<file path="src/rtl/fifo_pkg.sv">
// Shared FIFO pointer helpers: Gray/binary conversion, default sizes and the pointer type.
// Used by both the read-side and write-side pointer controllers.
package fifo_pkg;

    localparam int ADDR_W_DEF      = 7;
    localparam int SYNC_STAGES_DEF = 2;
    localparam int PTR_W_DEF       = ADDR_W_DEF + 1;

    typedef logic [PTR_W_DEF-1:0] ptr_t;

    // Callers zero-extend into 32 bits and size-cast the result back to their pointer width.
    function automatic logic [31:0] bin2gray(input logic [31:0] b, input int width);
        logic [31:0] g;
        g = b ^ (b >> 1);
        if (width < 32) begin
            g = g & ((32'd1 << width) - 32'd1);
        end
        return g;
    endfunction

    function automatic logic [31:0] gray2bin(input logic [31:0] g, input int width);
        logic [31:0] b;
        b = '0;
        b[31] = g[31];
        for (int i = 30; i >= 0; i--) begin
            b[i] = b[i+1] ^ g[i];
        end
        if (width < 32) begin
            b = b & ((32'd1 << width) - 32'd1);
        end
        return b;
    endfunction

endpackage

</file>
<file path="src/rtl/ptr_sync.sv">
// Multi-flop synchroniser for a Gray-coded pointer crossing into the local clock domain.
// Synchronous active-low reset clears every stage.
module ptr_sync #(
    parameter int WIDTH  = 8,
    parameter int STAGES = 2
) (
    input  logic             clk,
    input  logic             n_rst,
    input  logic [WIDTH-1:0] d,
    output logic [WIDTH-1:0] q
);

    logic [STAGES-1:0][WIDTH-1:0] sync_d;
    logic [STAGES-1:0][WIDTH-1:0] sync_q;

    always_comb begin
        sync_d = {sync_q[STAGES-2:0], d};
    end

    always_ff @(posedge clk) begin
        if (!n_rst) begin
            sync_q <= '0;
        end else begin
            sync_q <= sync_d;
        end
    end

    assign q = sync_q[STAGES-1];

endmodule

</file>
<file path="src/rtl/r_ptr_empty_ctrl.sv">
// Read-side pointer, empty, fill-level and underflow controller for the async FIFO.
// Define R_ALMOST_EMPTY_EN to add the registered almost_empty flag (threshold AE_THRESH).
module r_ptr_empty_ctrl
    import fifo_pkg::*;
#(
    parameter int ADDR_W      = ADDR_W_DEF,
    parameter int SYNC_STAGES = SYNC_STAGES_DEF,
    parameter int AE_THRESH   = 4
) (
    input  logic              r_clk,
    input  logic              n_rst,
    input  logic              r_en,
    input  logic [ADDR_W:0]   w_gray_async,
    output logic [ADDR_W:0]   rptr,
    output logic [ADDR_W-1:0] r_addr,
    output logic              empty,
    output logic [ADDR_W:0]   r_level,
`ifdef R_ALMOST_EMPTY_EN
    output logic              almost_empty,
`endif
    output logic              underflow
);

    localparam int PTR_W = ADDR_W + 1;

    if (SYNC_STAGES < 2 || SYNC_STAGES > 4 || AE_THRESH < 0) begin : g_bad_param
        $error("r_ptr_empty_ctrl: SYNC_STAGES must be 2..4 and AE_THRESH non-negative");
    end

    logic [PTR_W-1:0] w_sync;
    logic [PTR_W-1:0] w_bin_sync;
    logic             rd_ok;

    logic [PTR_W-1:0] r_bin_d,     r_bin_q;
    logic [PTR_W-1:0] rptr_d,      rptr_q;
    logic [PTR_W-1:0] level_d,     level_q;
    logic             empty_d,     empty_q;
    logic             underflow_d, underflow_q;

    ptr_sync #(
        .WIDTH  (PTR_W),
        .STAGES (SYNC_STAGES)
    ) u_w_sync (
        .clk   (r_clk),
        .n_rst (n_rst),
        .d     (w_gray_async),
        .q     (w_sync)
    );

    // Status flags are judged against the post-read pointer so a read this cycle is already accounted for.
    always_comb begin
        rd_ok       = r_en & ~empty_q;
        r_bin_d     = r_bin_q + PTR_W'(rd_ok);
        rptr_d      = PTR_W'(bin2gray(32'(r_bin_d), PTR_W));
        w_bin_sync  = PTR_W'(gray2bin(32'(w_sync), PTR_W));
        level_d     = w_bin_sync - r_bin_d;
        empty_d     = (rptr_d == w_sync);
        underflow_d = r_en & empty_q;
    end

    always_ff @(posedge r_clk) begin
        if (!n_rst) begin
            r_bin_q     <= '0;
            rptr_q      <= '0;
            level_q     <= '0;
            empty_q     <= 1'b1;
            underflow_q <= 1'b0;
        end else begin
            r_bin_q     <= r_bin_d;
            rptr_q      <= rptr_d;
            level_q     <= level_d;
            empty_q     <= empty_d;
            underflow_q <= underflow_d;
        end
    end

`ifdef R_ALMOST_EMPTY_EN
    logic almost_empty_d, almost_empty_q;

    always_comb begin
        almost_empty_d = (level_d <= PTR_W'(AE_THRESH));
    end

    always_ff @(posedge r_clk) begin
        if (!n_rst) begin
            almost_empty_q <= 1'b1;
        end else begin
            almost_empty_q <= almost_empty_d;
        end
    end

    assign almost_empty = almost_empty_q;
`endif

    assign rptr      = rptr_q;
    assign r_addr    = r_bin_q[ADDR_W-1:0];
    assign empty     = empty_q;
    assign r_level   = level_q;
    assign underflow = underflow_q;

endmodule
</file>
<file path="config.mk">
export PLATFORM = sky130hd
export DESIGN_NAME = r_ptr_empty_ctrl
export DESIGN_NICKNAME = d
export VERILOG_FILES = /design/src/rtl/fifo_pkg.sv /design/src/rtl/ptr_sync.sv /design/src/rtl/r_ptr_empty_ctrl.sv
export SDC_FILE = /design/constraint.sdc
export NUM_CORES = 1
export LEC_CHECK = 0
export CORE_AREA = 2 2 86 47
export DETAILED_ROUTE_END_ITERATION = 6
export DIE_AREA = 0 0 88 49
export GPL_TIMING_DRIVEN = 0
export PLACE_DENSITY = 0.81
export SYNTH_ARGS = -nofsm -noshare
export SYNTH_HDL_FRONTEND = slang
export SYNTH_SLANG_ARGS = --single-unit
</file>
<file path="constraint.sdc">
create_clock -name r_clk -period 5.8 [get_ports r_clk]
set_input_delay 1.16 -clock r_clk [delete_from_list [all_inputs] [get_ports r_clk]]
set_output_delay 1.16 -clock r_clk [all_outputs]
set_load 0.02 [all_outputs]
</file>
==> impl_results.md, run 1 <==
- Status: finished clean
- Top_reg_cell synth: dfxtp_1
- Synth Instances: 185
- Overall Global Routing Usage: 18.48%
- CTS sink count: 41
- Leakage: 0.9629 nW
- VDD IR max: 0.0001385 V
- Worst setup endpoint: r_level[6]$_SDFF_PN0_
- CP Class: input pin to register
- DRC: 0
- TritonRoute pass-1 iters: 4
- F_max: ~0.25 GHz
- Detailed Route Iter0 Violations: 65
- Most common cell after layout, fill and taps aside: dfxtp_1
- Slew Limit Fails: 0
- Max_cap viols: 0
- Aggregate negative setup slack: 0 ns
- Async SR Flop Fraction: 0%
- Share of layout cells above drive strength 1: a little under a tenth
- Antenna violations before repair: 0
- Routed WL: about 3600 µm
- Antenna cell count: 0
- R2R cell count: 14
- Final nets: 248
- Crit path DAT: 4.16 ns
- Placer Congestion: 0.8916
- H-tree levels: 2
- Largest net degree at the start of global routing: 14
- Bufs and invs on worst path: 3
- Register area share after synthesis: 43.91%
- Post_cts resized: 0
- Vias: 1336
- Crit-path most repeated cell: ha_1
- Register bit total from synthesis: 41
- FP Rows: 16
- Final hold slack: 0.4351 ns
- Beginning of the critical path: r_en
- Die area: ~4300 µm²
- P&R area growth vs syn: 28.78%
- CTS clock-pin slew for the worst setup and hold paths: 0.08 ns
- Most frequent cells in the layout: 41 x dfxtp_1, 35 x clkdlybuf4s50_1, 21 x nor2_1
- Syn avg cell area: 10.10 µm²
- Final setup fails: 0
- Stages on worst setup path: 14
- Hold Crit Class: register to register
- ANT nets after route: 0
- DP Wirelength: ~2700 µm
- Initial Util: between 50% and 60%
- Crit path time final: approximately 4 ns
- Hold_sp: u_w_sync.sync_d[11]$_SDFF_PN0_
- Critical-path top delay cell: clkdlybuf4s50_1
- Vias per inst: roughly 4.7
- Total core area: 3623 µm²
- Reg2reg end: r_level[6]$_SDFF_PN0_
- WL per Instance: around 13 µm
- Period utilisation layout: between 60% and 70%
- PortBufs: 35
- Startpoint types: input pin
- Postcts setup bufs: 0
- Slowest stage delay, CP: 0.47 ns
- Die Wd: 88 µm
- Critical Path End Type: register
- Num CTS Buffers: 5
- Slew @ Worst Pin: 0.5455 ns
- Family with the most delay on the worst path: adder cells
- CTS tree: built
- Grt ovf: 0
- CP required: 5.97 ns
- Crit-path cells: clkdlybuf4s50_1 > nor2b_1 > ha_1 > ha_1 > buf_2 > xor2_1 > inv_1 > ha_1 > a21o_1 > a21oi_1 > o21bai_1 > a21oi_1 > xor2_1 > nor2_1
- Reg-to-reg slack, setup: 2.61 ns
- # IOs: 36
- Final Hold Vio Count: 0
- RSZ-0062 raised after global routing: no
- Vias in the first global route: 1235
- First-pass GRT wire length: 5816 µm
- Skew final: 0.004767 ns
- Number of synthesized flops with an enable pin: 0
- Clk_lat worst skew: 0.30 ns
- Syn_nets: 206
- Die height: 49 µm
- Yosys warnings: 0
- R2R Path Start: u_w_sync.q[7]$_SDFF_PN0_
- Root Buffer: clkbuf_8
- CTS Hold Buffers Added: 0
- Synth Cell Area: between 1500 and 2000 µm²
- Crit-path max FO: 7
- PD cells: 298.9 nW/µm²
- Synth unique cells: 32
- Longest Clk Path Bufs: 2
- Worst rel slew slack: between 60 and 70%
registers in the layout (all words and copies together) (netlist names):
register         flops
r_level              8
r_bin_q              8
u_w_sync.sync_d      8
empty                1
underflow            1
rptr                 7
u_w_sync.q           8
cell families (layout without fill, tap and decap cells):
logic type	count (synthesis)	after routing	synth area share, %
adder cells (fa/ha/maj)	10	10	7.095
buffers and inverters	17	60	3.614
AO/OA/AOI/OAI	18	18	6.761
multiplexers	2	2	1.071
XOR/XNOR	36	36	20.28
flip-flops	41	41	43.91
AND/OR/NAND/NOR	61	61	17.27
synth_stat cells (all sizes together), types with 2 or more instances:
cell | number | area, µm²
mux2i | 2 | 20.02
nand2 | 2 | 7.510
nand3 | 4 | 25.02
nor2b | 2 | 12.51
a21oi | 4 | 20.02
clkbuf | 4 | 15.01
ha | 9 | 112.6
and2 | 20 | 125.1
and3 | 5 | 36.28
xnor2 | 20 | 209.0
nor2 | 21 | 78.83
dfxtp | 41 | 820.8
o21a | 5 | 37.54
buf | 3 | 15.01
nor3 | 5 | 25.02
inv | 10 | 37.54
xor2 | 16 | 170.2
o21ai | 3 | 15.01
cell type report:
cell class,instances,area [µm²]
clock buffer,6,82.58
timing repair buffer,35,350.3
inverter,10,37.54
clock inverter,2,37.54
multi-input combinational,127,980.9
sequential,41,820.8
buffer,7,30.03
fill,312,1216
tap,54,67.56
power by group:
group	internal, mW	switching (mW)	leakage (nW)
registers	0.303	0.00790	0.337
logic	0.0829	0.0863	0.569
clock network	0.140	0.0992	0.0574
total	0.526	0.193	0.963
routing by layer:
layer / track usage (%) / share of wire, % / wire length [µm]
met2: 28.03 / 43 / 1512
met4: 7.179 / 1.9 / 66
met1: 24.23 / 50 / 1770
met5: 0 / 0 / 0
met3: 6.430 / 5.8 / 205
how the worst min path moves through the flow:
stage	end	slack, ns	cells after the start
floorplan	u_w_sync.q[0]$_SDFF_PN0_	0.41	1
global placement	u_w_sync.q[1]$_SDFF_PN0_	0.42	1
detailed placement	u_w_sync.q[5]$_SDFF_PN0_	0.42	1
CTS	u_w_sync.q[5]$_SDFF_PN0_	0.44	1
global route	u_w_sync.q[2]$_SDFF_PN0_	0.46	1
finish	u_w_sync.q[3]$_SDFF_PN0_	0.44	1
through the flow:
| stage | area, µm² | utilization (%) | power, mW | setup slack, ns | instances |
|---|---|---|---|---|---|
| after global routing | 2407 | 66.44 | 0.7548 | 1.556 | 282 |
| after floorplan | 1869 | - | 0.4281 | 2.365 | 185 |
| after detailed placement | 2287 | 63.12 | 0.4879 | 1.495 | 274 |
| after CTS | 2407 | 66.44 | 0.7267 | 1.822 | 282 |
| after global placement | 2287 | 63.12 | 0.4815 | 1.563 | 274 |
| final | 2407 | 66.44 | 0.7196 | 1.813 | 282 |
No activity file was read; power rests on OpenSTA's default activity.
==> inputs of run 2 (changes only) <==
--- a/config.mk
+++ b/config.mk
@@ -5,11 +5,11 @@
 export SDC_FILE = /design/constraint.sdc
 export NUM_CORES = 1
 export LEC_CHECK = 0
-export CORE_AREA = 2 2 86 47
+export CORE_AREA = 2 2 94 51
 export DETAILED_ROUTE_END_ITERATION = 6
-export DIE_AREA = 0 0 88 49
+export DIE_AREA = 0 0 96 53
 export GPL_TIMING_DRIVEN = 0
-export PLACE_DENSITY = 0.81
+export PLACE_DENSITY = 0.72
 export SYNTH_ARGS = -nofsm -noshare
 export SYNTH_HDL_FRONTEND = slang
 export SYNTH_SLANG_ARGS = --single-unit
==> constraint.sdc (replaced) <==
create_clock -name r_clk -period 3.35 [get_ports r_clk]
set_input_delay 0.67 -clock r_clk [delete_from_list [all_inputs] [get_ports r_clk]]
set_output_delay 0.67 -clock r_clk [all_outputs]
set_load 0.02 [all_outputs]
==> run 2 against run 1 <==
  * Flip-flop and latch count is the same
  * Combinational power grew 79%
  * Critical endpoint is now r_level[7]$_SDFF_PN0_
  * Global-route usage shrank 2.0 points
==> impl_results.md, run 2 (synthesis gave the netlist of run 1 again) <==
- WL per Instance: 13.05 µm (+3.5%)
- Hold Crit Class: register to register
- Crit-path max FO: 7 (unchanged)
- Max_cap viols: 0 (unchanged)
- DRC: 0 (unchanged)
- Period utilisation layout: a little over nine tenths
- Area of the multi-input gates: 1017 µm² (+3.7%)
- Critical-path top delay cell: clkdlybuf4s50_1
- Largest net degree at the start of global routing: 13 (-1)
- Antenna violations before repair: 0 (unchanged)
- Antenna cell count: 0 (unchanged)
- Filler Cell Count: 376 (+21%)
- P_int: 0.8922 mW (+70%)
- Longest Clk Path Bufs: 2 (unchanged)
- Share of layout cells above drive strength 1: 11.40% (+2.2 points)
- Leakage: 0.9652 nW (+0.24%)
- Dpl cells: 277 (+1.1%)
- Most frequent cells in the layout: 41 x dfxtp_1, 35 x clkdlybuf4s50_1, 21 x nor2_1
- Clk_lat worst skew: 0.29 ns (about the same)
- Num CTS Buffers: 5 (unchanged)
- Vias in the first global route: 1245 (+0.81%)
- Die height: 53 µm (+8.2%)
- Bufs and invs on worst path: 2 (-1)
- H-tree levels: 2 (unchanged)
- Clk pwr share: 31.2% (-2.0 points)
- Startpoint types: input pin
- Final setup fails: 0 (unchanged)
- ANT nets after route: 0 (unchanged)
- P&R area growth vs syn: 30.59%
- Placer Congestion: 0.8054 (-9.7%)
- CTS Hold Buffers Added: 0 (unchanged)
- VDD IR max: 0.0002651 V (+91%)
- Status: finished clean
- Grt ovf: 0 (unchanged)
- Vias per inst: 4.607 (-2.8%)
- Final WS setup: 0.1916 ns (-1.622 ns)
- First-pass GRT wire length: 6023 µm (+3.6%)
- CTS sink count: 41 (unchanged)
- Crit path time final: 3.158 ns
- Family with the most delay on the worst path: buffers and inverters
- F_max: 0.3166 GHz
- Final nets: 249 (+0.40%)
- Total core area: 4233 µm² (+17%)
- Slowest stage delay, CP: 0.47 ns (about the same)
- Crit path DAT: 3.32 ns (-0.84 ns)
- Skew final: 0.003216 ns (-0.001551 ns)
- FP Rows: 17 (+1)
- Vias: 1313 (-1.7%)
- TritonRoute pass-1 iters: 4 (unchanged)
- Initial Util: 44.16% (-7.4 points)
- Storage element area: 820.8 µm² (unchanged)
- RSZ-0062 raised after global routing: no
- Root Buffer: clkbuf_8
- Slew Limit Fails: 0 (unchanged)
- Overall Global Routing Usage: 16.44% (-2.0 points)
- Reg-to-reg slack, setup: 0.21 ns (-2.40 ns)
- Flop pwr share: 44.0% (+0.7 points)
- Net Sw Frac: 27.20% (+0.32 points)
- Worst rel slew slack: 61.80% (-1.8 points)
- Critical Path End Type: register
- CTS clock-pin slew for the worst setup and hold paths: 0.08 ns (about the same)
- # IOs: 36 (unchanged)
- PortBufs: 35 (unchanged)
- Detailed Route Iter0 Violations: 28 (-57%)
- P_sw: 0.3333 mW (+72%)
- Pre-CTS setup slack: -0.4143 ns (-1.909 ns)
- Most common cell after layout, fill and taps aside: dfxtp_1
- CTS tree: built
- Crit-path cells: clkdlybuf4s50_1 > nor2b_1 > ha_2 > ha_1 > clkbuf_4 > nand3_1 > xor2_2 > ha_1 > o21a_1 > o21a_1 > o32ai_2 > xor2_1 > nor2_1
- DP Wirelength: 2761 µm (+1.9%)
- Comb pwr share: 24.7% (+1.2 points)
- CP required: 3.52 ns (-2.45 ns)
- CP Class: input pin to register
- PD cells: 502.0 nW/µm² (+68%)
- Routed WL: 3720 µm (+4.6%)
- Die area: 5088 µm² (+18%)
- Final Instance Count excl. Fillers: 285 (+1.1%)
- Final Hold Vio Count: 0 (unchanged)
- Slew @ Worst Pin: 0.5730 ns (+0.02755 ns)
- Die Wd: 96 µm (+9.1%)
run 2: changes by cell type in the layout (fill, tap and decap cells not counted), sizes merged:
cell      delta
clkinv       +1
clkinvlp     -1
run 2: layer usage:
metal	up-vias	wire length, µm	global-route usage (%)
li1	676	-	-
met1	609	1961	22.85
met2	24	1535	24.07
met3	4	197	6.268
met4	0	25	3.571
met5	-	0	0
run 2: repair_timing:
item / 4_1_cts / 5_1_grt
setup buffers: 0 / 1
endpoints found under the setup margin: 2 / 3
pin swaps: 0 / 2
resized for setup: 2 / 5
run 2: layout make-up:
type	instances	share of cell area [%]
flip-flops and latches	41	33.62
plain buffers	7	1.333
multi-input cells	127	41.67
well taps	57	2.922
clock buffers	5	2.819
inverters	10	1.538
clock inverters	2	1.435
repair buffers	36	14.66
run 2: path summary, 6_finish.rpt:
kind,from,end,depth (start not counted)
setup / recovery,r_en,r_level[7]$_SDFF_PN0_,13
setup reg to reg,u_w_sync.q[7]$_SDFF_PN0_,r_level[6]$_SDFF_PN0_,14
hold / removal,u_w_sync.sync_d[13]$_SDFF_PN0_,u_w_sync.q[5]$_SDFF_PN0_,1
hold reg to reg,u_w_sync.sync_d[13]$_SDFF_PN0_,u_w_sync.q[5]$_SDFF_PN0_,1
run 2: stage by stage:
stage	total power, mW	hold WS, ns	TNS [ns]	area [µm²]	util (%)
floorplan	0.7412	0.4119	0	1869	-
global placement	0.8370	0.4158	-1.127	2291	54.12
detailed placement	0.8429	0.4169	-1.201	2291	54.12
CTS	1.223	0.4372	0	2405	56.81
global route	1.293	0.4441	0	2441	57.67
finish	1.226	0.4351	0	2441	57.67
run 2: worst reg2reg max path, stage by stage, from the launching register on:
cell,delay [ns]
dfxtp_1,0.35
xor2_2,0.21
xnor2_2,0.32
xnor2_2,0.21
xor2_2,0.28
xnor2_1,0.16
ha_1,0.20
inv_1,0.06
fa_1,0.41
a21o_1,0.19
a21oi_2,0.17
o21bai_1,0.10
a21oi_2,0.14
xor2_1,0.16
nor2_1,0.05
run 2: power groups by stage:
stage | clock (mW) | combinational, mW | sequential, mW
2_1_floorplan | 0 | 0.154 | 0.588
3_3_place_gp | 0 | 0.286 | 0.551
6_report | 0.383 | 0.303 | 0.540
5_1_grt | 0.415 | 0.335 | 0.543
4_1_cts | 0.389 | 0.294 | 0.540
3_5_place_dp | 0 | 0.291 | 0.552
==> inputs of run 3 (changes only) <==
--- a/config.mk
+++ b/config.mk
@@ -5,11 +5,11 @@
 export SDC_FILE = /design/constraint.sdc
 export NUM_CORES = 1
 export LEC_CHECK = 0
-export CORE_AREA = 2 2 94 51
+export CORE_AREA = 2 2 126 67
 export DETAILED_ROUTE_END_ITERATION = 6
-export DIE_AREA = 0 0 96 53
+export DIE_AREA = 0 0 128 69
 export GPL_TIMING_DRIVEN = 0
-export PLACE_DENSITY = 0.72
+export PLACE_DENSITY = 0.45
 export SYNTH_ARGS = -nofsm -noshare
 export SYNTH_HDL_FRONTEND = slang
 export SYNTH_SLANG_ARGS = --single-unit
==> run 3 against run 2 <==
  * First-iteration DRC count increased by 93%
  * Utilization shrank 24 points
  * Hold slack got worse by 0.0029 ns
  * Design area rose by 6.2%
  * Die area grew 74%
  * Sequential share of layout area is 1.9 points lower
  * Combinational power increased by 4%
  * Non-clock buffer count grew 1
  * Clock skew fell by 0.00053 ns
  * Maximum frequency shrank 0.13%
  * Register-to-register slack improved by 0.06 ns
  * Via count up 0.76%
==> impl_results.md, run 3 (synthesis gave the netlist of run 1 again) <==
- Crit path time final: 3.162 ns (+0.003999 ns)
- Overall Global Routing Usage: 10.43% (-6.0 points)
- First-pass GRT wire length: 6858 µm (+14%)
- Final Util: 33.60% (-24 points)
- PD cells: 525.6 nW/µm² (+4.7%)
- Root Buffer: clkbuf_16
- Die Wd: 128 µm (+33%)
- Startpoint types: input pin
- Longest Clk Path Bufs: 2 (unchanged)
- Most common cell after layout, fill and taps aside: dfxtp_1
- Num CTS Buffers: 5 (unchanged)
- Most frequent cells in the layout: 40 x dfxtp_1, 35 x clkdlybuf4s50_1, 21 x nor2_1
- Final WS setup: 0.1876 ns (-0.003999 ns)
- Final Hold Vio Count: 0 (unchanged)
- Flop pwr share: 39.8% (-4.2 points)
- Net Sw Frac: 26.68% (-0.52 points)
- Hold Crit Class: register to register
- Routed WL: 4230 µm (+14%)
- Grt ovf: 0 (unchanged)
- Slew Limit Fails: 0 (unchanged)
- Final setup fails: 0 (unchanged)
- Initial Util: 24.24% (-20 points)
- Die area: 8832 µm² (+74%)
- Pwr Total: 1.362 mW (+11%)
- CTS tree: built
- Leakage: 1.003 nW (+3.9%)
- P&R area growth vs syn: 38.62%
- Pre-CTS setup slack: -0.5037 ns (-0.08942 ns)
- Detailed Route Iter0 Violations: 54 (+93%)
- F_max: 0.3162 GHz (-0.13%)
- Critical Path End Type: register
- CP Class: input pin to register
- FP Rows: 23 (+6)
- Beginning of the critical path: r_en
- Placed Area: 2345 µm² (+2.3%)
- Vias: 1323 (+0.76%)
- DP Wirelength: 3165 µm (+15%)
- Comb pwr share: 23.1% (-1.6 points)
- Cell area after layout: 2591 µm² (+6.2%)
- ANT nets after route: 0 (unchanged)
- CP required: 3.50 ns (-0.02 ns)
- Skew final: 0.002690 ns (-0.0005264 ns)
- R2R Path Start: u_w_sync.q[6]$_SDFF_PN0_
- Crit-path max FO: 7 (unchanged)
- Total core area: 7712 µm² (+82%)
- TritonRoute pass-1 iters: 4 (unchanged)
- Largest net degree at the start of global routing: 13 (unchanged)
- VDD IR max: 0.0002102 V (-21%)
- Antenna cell count: 0 (unchanged)
- Share of layout cells above drive strength 1: 13.91% (+2.5 points)
- Status: finished clean
- CTS Hold Buffers Added: 0 (unchanged)
- CTS clock-pin slew for the worst setup and hold paths: 0.06 ns (-0.02 ns)
- Clk_lat worst skew: 0.29 ns (about the same)
- Die height: 69 µm (+30%)
- Crit path DAT: 3.32 ns (about the same)
- # IOs: 36 (unchanged)
- Final nets: 250 (+0.40%)
- CTS sink count: 41 (unchanged)
- Final hold slack: 0.4322 ns (-0.002880 ns)
- DRC: 0 (unchanged)
- WL per Instance: 12.82 µm (-1.8%)
- RSZ-0062 raised after global routing: no
- P_sw: 0.3633 mW (+9.0%)
- Clk pwr share: 37.1% (+5.9 points)
- PortBufs: 35 (unchanged)
- Placer Congestion: 0.7503 (-6.8%)
- H-tree levels: 2 (unchanged)
- Antenna violations before repair: 0 (unchanged)
- Worst rel slew slack: 60.03% (-1.8 points)
- Vias in the first global route: 1350 (+8.4%)
- P_int: 0.9985 mW (+12%)
- Period utilisation layout: 94.40% (+0.12 points)
- Max_cap viols: 0 (unchanged)
- Filler Cell Count: 793 (+110%)
- Hold_sp: u_w_sync.sync_d[11]$_SDFF_PN0_
- Reg-to-reg slack, setup: 0.27 ns (+0.06 ns)
- Slew @ Worst Pin: 0.5996 ns (+0.02660 ns)
- Vias per inst: 4.009 (-13%)
-- run 3: per-layer routing --
layer	vias up	part of all wire, %	track usage [%]
met2	33	36	12.83
met1	600	57	15.75
met3	7	6.3	4.270
li1	683	-	-
met5	-	0	0
met4	0	1.4	3.663
-- run 3: final timing paths --
check	cells past startpoint	end
worst max-delay path	13	r_level[7]$_SDFF_PN0_
worst min-delay path	1	u_w_sync.q[3]$_SDFF_PN0_
worst max register to register	14	r_level[6]$_SDFF_PN0_
worst min register to register	1	u_w_sync.q[3]$_SDFF_PN0_
-- run 3: timing repair --
item,CTS,global route
endpoints found under the setup margin,3,3
setup buffers,1,1
pin swaps,1,3
gates resized for setup,3,10
-- run 3: power by group through the flow --
stage / combinational (mW) / sequential (mW) / clock (mW)
finish: 0.315 / 0.542 / 0.505
global route: 0.349 / 0.547 / 0.548
detailed placement: 0.295 / 0.553 / 0
floorplan: 0.154 / 0.588 / 0
global placement: 0.294 / 0.551 / 0
CTS: 0.300 / 0.542 / 0.522
-- run 3: critical path, cell delays in order --
cell and delay (ns):
clkdlybuf4s50_1 0.47, nor2b_1 0.16, ha_2 0.20, ha_1 0.13, clkbuf_4 0.21, nand3_1 0.13
xor2_2 0.30, ha_1 0.32, o21a_1 0.18, o21a_1 0.18, o32ai_2 0.14, xor2_1 0.17
nor2_1 0.05
-- run 3: area by class of cell --
class | instances | area [µm²] | area share [%]
Inverter | 10 | 37.54 | 1.449
Sequential cell | 41 | 822.0 | 31.72
Timing Repair Buffer | 37 | 365.4 | 14.10
Tap cell | 100 | 125.1 | 4.829
Buffer | 7 | 32.53 | 1.255
Clock buffer | 7 | 152.6 | 5.891
Multi-Input combinational cell | 127 | 1051 | 40.56
Clock inverter | 1 | 5.005 | 0.1931
-- run 3: metrics by stage --
stage,TNS (ns),instances
after detailed placement,-1.602,320
after floorplan,0,185
after CTS,0,329
after global placement,-1.570,320
after global routing,0,330
final,0,330
